==> src/rtl/pc_call_stack.sv <==
// pc_call_stack
//   Program counter plus hardware return-address stack. Consumes the
//   decoder's already-resolved control-flow strobes and produces the next
//   instruction-memory address. One action per enabled cycle, with priority
//   ret > cal > jmp > sequential increment.
//
// Ports
//   clk             : system clock, rising edge
//   rst             : synchronous reset, active high (overrides en/strobes)
//   en              : advance enable, 0 holds all state
//   jmp             : load pc from jmp_addr
//   cal             : push pc+1, then load pc from jmp_addr
//   ret             : pop top of stack into pc
//   jmp_addr        : jump/call target
//   pc              : registered current instruction address
//   stack_level     : number of valid entries, 0..STACK_DEPTH
//   stack_empty     : stack_level == 0
//   stack_full      : stack_level == STACK_DEPTH
//   stack_overflow  : sticky, call attempted while full
//   stack_underflow : sticky, return attempted while empty
module pc_call_stack #(
  parameter int unsigned PC_WIDTH    = 5,
  parameter int unsigned STACK_DEPTH = 8,
  parameter int unsigned SP_WIDTH    = 3
) (
  input  logic                clk,
  input  logic                rst,
  input  logic                en,
  input  logic                jmp,
  input  logic                cal,
  input  logic                ret,
  input  logic [PC_WIDTH-1:0] jmp_addr,
  output logic [PC_WIDTH-1:0] pc,
  output logic [SP_WIDTH:0]   stack_level,
  output logic                stack_empty,
  output logic                stack_full,
  output logic                stack_overflow,
  output logic                stack_underflow
);

  localparam logic [SP_WIDTH:0] FULL_LVL = (SP_WIDTH+1)'(STACK_DEPTH);

  logic [PC_WIDTH-1:0] pc_q, pc_d;
  logic [SP_WIDTH:0]   lvl_q, lvl_d;
  logic                ovf_q, ovf_d;
  logic                unf_q, unf_d;
  logic [PC_WIDTH-1:0] stack_q [STACK_DEPTH];

  logic [PC_WIDTH-1:0] pc_inc;
  logic [SP_WIDTH-1:0] top_idx;
  logic [SP_WIDTH-1:0] push_idx;
  logic                push_en;
  logic                empty, full;

  assign empty    = (lvl_q == '0);
  assign full     = (lvl_q == FULL_LVL);
  // Wraps modulo 2^PC_WIDTH, so a call at the last address pushes 0.
  assign pc_inc   = pc_q + PC_WIDTH'(1);
  // When full the low bits are zero, and the subtraction wraps to the last slot.
  assign top_idx  = lvl_q[SP_WIDTH-1:0] - SP_WIDTH'(1);
  // Only used when not full, so the level always fits in SP_WIDTH bits.
  assign push_idx = lvl_q[SP_WIDTH-1:0];

  always_comb begin
    pc_d    = pc_q;
    lvl_d   = lvl_q;
    ovf_d   = ovf_q;
    unf_d   = unf_q;
    push_en = 1'b0;
    if (en) begin
      if (ret) begin
        if (!empty) begin
          pc_d  = stack_q[top_idx];
          lvl_d = lvl_q - 1'b1;
        end else begin
          pc_d  = pc_inc;
          unf_d = 1'b1;
        end
      end else if (cal) begin
        pc_d = jmp_addr;
        if (!full) begin
          push_en = 1'b1;
          lvl_d   = lvl_q + 1'b1;
        end else begin
          ovf_d = 1'b1;
        end
      end else if (jmp) begin
        pc_d = jmp_addr;
      end else begin
        pc_d = pc_inc;
      end
    end
  end

  always_ff @(posedge clk) begin
    if (rst) begin
      pc_q  <= '0;
      lvl_q <= '0;
      ovf_q <= 1'b0;
      unf_q <= 1'b0;
      for (int unsigned i = 0; i < STACK_DEPTH; i++) begin
        stack_q[i] <= '0;
      end
    end else begin
      pc_q  <= pc_d;
      lvl_q <= lvl_d;
      ovf_q <= ovf_d;
      unf_q <= unf_d;
      if (push_en) begin
        stack_q[push_idx] <= pc_inc;
      end
    end
  end

  assign pc              = pc_q;
  assign stack_level     = lvl_q;
  assign stack_empty     = empty;
  assign stack_full      = full;
  assign stack_overflow  = ovf_q;
  assign stack_underflow = unf_q;

endmodule

==> config.mk <==
export PLATFORM = sky130hd
export DESIGN_NAME = pc_call_stack
export DESIGN_NICKNAME = d
export VERILOG_FILES = /design/src/rtl/pc_call_stack.sv
export SDC_FILE = /design/constraint.sdc
export NUM_CORES = 1
export LEC_CHECK = 0
export CORE_UTILIZATION = 55
export CTS_CLUSTER_SIZE = 14
export DETAILED_ROUTE_END_ITERATION = 6
export PLACE_DENSITY = 0.78
export SLEW_MARGIN = 20
export SYNTH_ARGS = -nofsm -noshare
export SYNTH_HDL_FRONTEND = slang
export SYNTH_SLANG_ARGS = --single-unit
==> constraint.sdc <==
create_clock -name clk -period 2.2 [get_ports clk]
set_input_delay 0.33 -clock clk [delete_from_list [all_inputs] [get_ports clk]]
set_output_delay 0.33 -clock clk [all_outputs]
set_load 0.01 [all_outputs]
==> impl_metrics.py <==
metrics = {
    "outcome": {
        "outcome": "finished, final reports clean",
    },
    "setup_path": {
        "rrSetupSlack_ns": 0.37,
        "timing.critical_path.buf_inv": 2,
        "rr_worst_depth": 5,
        "worst_path_largest_cell_delay_ns": 0.35,
        "worstPathArrival_ns": 1.66,
        "endpoint": "stack_empty",
        "worstPathRequired_ns": 1.87,
        "crit_path_start_kind": "flip-flop",
        "regToRegEndpoint": "pc[2]",
        "critPathLaunch": "stack_level[1]",
        "critical-path-slowest-cell": "dfxtp_1",
        "cp.depth": 5,
        "crit_chain": "inv_2, ha_2, nor2b_1, nor2b_2, dlygate4sd2_1",
        "critPathTopFamily": "simple AND/OR/NAND/NOR gates",
        "crit_path_end_kind": "output port",
        "r2r_start": "stack_level[1]",
        "criticalPathCategory": "reg2out",
        "cp_max_fo": 5,
    },
    "clocking": {
        "cts_tree": "built",
        "htreeDepth": 2,
        "cts_buffers": 5,
        "cts-root-buf": "clkbuf_8",
        "clkTransAtPathRegs_ns": 0.09,
        "clock_latency_ns": 0.31,
        "cts_num_sinks": 51,
        "cts_buffer_depth": 2,
    },
    "global_route": {
        "antenna_found_initial": 0,
        "grt_max_degree": 25,
        "track_usage_pct": 25.1,
        "grt_pass1_wl_mm": 9.51,
        "grt_pass1_vias": 1885,
        "grt.overflow.total": 0,
    },
    "synth": {
        "synth-xor-area-share_pct": 2.64,
        "syn_nets": 249,
        "synth_top_family_by_area": "simple AND/OR/NAND/NOR gates",
        "netlist_instances": 232,
        "synth.top_cells.by_count": "nor2_1, edfxtp_1, nand2_1, nand3_1",
        "synthTopCellsByArea": "edfxtp_1, mux4_2, dfxtp_1, nor2_1, nand2b_1",
        "ys.flop_type": "edfxtp_1",
        "syn_area_sq_um": 2650,
        "synth_compound_area_share_pct": 8.92,
        "synthAdderAreaFrac_pct": 3.11,
        "synthSimpleGateAreaFrac_pct": 18.7,
        "yosys.area.top_type_share_pct": 45.3,
        "seq_area_frac_synth_pct": 53.6,
        "synth_edf_count": 40,
        "synth_most_common_cell": "nor2_1",
        "synth_area_leader_cell": "edfxtp_1",
        "ys.warnings.count": 0,
        "syn_avg_cell_area_sq_um": 11.4,
        "synth-seq-cells": 51,
        "ys_types": 43,
        "synth_mux_area_share_pct": 9.62,
        "synthArstFlopShare_pct": 0,
    },
    "detailed_routing": {
        "finalWirelength_mm": 5.68,
        "vias_per_cell": 5.93,
        "drtPass1Iterations": 4,
        "drc": 0,
        "vias": 1908,
        "ant_nets": 0,
        "initialDrtViolationCount": 179,
        "wl_per_cell_um": 17.6,
    },
    "floorplanning": {
        "start_util_pct": 58.9,
        "core_area_sq_um": 4500,
        "die_area_sq_um": 5100,
        "boundaryPins": 24,
        "fp-row-count": 24,
        "die-width_um": 71.4,
        "die_y_um": 71.4,
    },
    "min_path": {
        "hold_class": "reg2reg",
        "worstHoldStart": "stack_overflow",
    },
    "place": {
        "place_area_sq_um": 3010,
        "routabilityCongestion": 0.762,
        "dpl.hpwl_mm": 4.15,
        "dp_cells": 314,
        "place.port_buffers": 23,
    },
    "power": {
        "clockPowerShare_pct": 25.9,
        "power.switching_fraction_pct": 30.2,
        "switching_power_w": 0.000803,
        "p_leak_nw": 1.15,
        "p_int_w": 0.00185,
        "pwr-share-comb_pct": 30.0,
        "power.density_nw_per_um2": 844,
        "vdd_drop_max_uv": 668,
        "seq_power_share_pct": 44.0,
    },
    "job": {
        "cap_violations": 0,
    },
    "timing": {
        "setup-tns-final_ns": 0,
        "grt_setup_unrepaired": "false",
        "finalCritPeriodShare_pct": 90.7,
        "clock.fmax_mhz": 501,
        "slew_violations": 0,
        "skew_ns": 0.00689,
        "setup_viol": 0,
        "period_needed_ns": 1.99,
        "maxSlewHeadroom_pct": 66.0,
        "hold_violations": 0,
        "tightest_slew_ns": 0.510,
    },
    "finish": {
        "layout.nets": 286,
        "fillers": 341,
        "num_antenna_cells": 0,
        "drive_gt1_share_pct": 17.8,
        "syn_to_final_growth_pct": 18.6,
        "fin_cells": 322,
        "design_area_sq_um": 3150,
    },
}
==> power by group through the flow <==
stage	Clock, W	Combinational (W)	Sequential [W]
finish	0.000689	0.000797	0.00117
global route	0.000717	0.000868	0.00118
CTS	0.000688	0.000784	0.00117
detailed placement	0	0.000780	0.00119
global placement	0	0.000773	0.00118
floorplan	0	0.000546	0.00117
==> state kept, by name (all words and copies together), names as in the netlist <==
register	flops
pc	5
stack_level	4
stack_overflow	1
stack_q	40
stack_underflow	1
==> cell type report <==
| cell class | count | area, sq um | area share (%) |
|---|---|---|---|
| well taps | 52 | 65.1 | 2.07 |
| repair buffers | 40 | 359 | 11.4 |
| inverters | 7 | 26.3 | 0.835 |
| clock buffers | 6 | 82.6 | 2.62 |
| multi-input cells | 164 | 1150 | 36.7 |
| flip-flops and latches | 51 | 1420 | 45.2 |
| clock inverters | 2 | 38.8 | 1.23 |
==> per-stage QoR <==
stage	utilization [%]	power [W]	setup slack, ns	hold slack (ns)
2_1_floorplan	-	0.00171	0.108	0.505
3_3_place_gp	66.9	0.00196	0.173	0.457
3_5_place_dp	66.9	0.00197	0.153	0.481
4_1_cts	69.7	0.00264	0.0349	0.501
5_1_grt	69.9	0.00277	0.0758	0.561
6_report	69.9	0.00266	0.205	0.497
==> worst min-delay path by stage <==
stage | endpoint | slack (ns) | depth (start not counted)
2_1_floorplan | stack_underflow | 0.50 | 2
3_3_place_gp | stack_overflow | 0.46 | 2
3_5_place_dp | stack_overflow | 0.48 | 2
4_1_cts | stack_overflow | 0.50 | 2
5_1_grt | stack_overflow | 0.56 | 2
6_report | stack_overflow | 0.50 | 2
==> layer usage <==
metal	GRT usage, %	share of wire (%)
met3	3.94	5.7
met5	0	0
met1	34.7	45
met2	40.3	48
met4	9.78	1.7
==> layout by cell type (no fill, tap or decap), drive strengths merged, types with 3 or more instances in the layout <==
cell type / n
a21oi: 12
a31oi: 3
and2: 4
buf: 17
clkbuf: 6
clkdlybuf4s50: 21
dfxtp: 11
edfxtp: 40
ha: 5
inv: 8
mux2i: 3
mux4: 10
nand2: 12
nand2b: 11
nand3: 12
nor2: 49
nor2b: 4
o21ai: 6
o32ai: 3
xnor2: 5
xor2: 3
==> repair_timing <==
action                                 4_1_cts  5_1_grt
setup endpoints to repair                    2        1
endpoints found under the hold margin        0        0
hold buffers                                 0        0
setup buffers                                0        0
resized for setup                            5        2
==> worst register-to-register path, cell delays in order, from the launching register on <==
cell and delay [ns]:
dfxtp_1 0.40, inv_2 0.08, ha_1 0.55, mux4_2 0.39
a32oi_1 0.21, a31oi_1 0.10
==> cell families (layout without fill, tap and decap cells) <==
family,count (synthesis),after routing
buffers and inverters,17,55
adder cells (fa/ha/maj),6,6
flip-flops,51,51
AND/OR/NAND/NOR,103,103
AO/OA/AOI/OAI,34,34
XOR/XNOR,8,8
multiplexers,13,13
(Power assumes the default switching activity.)
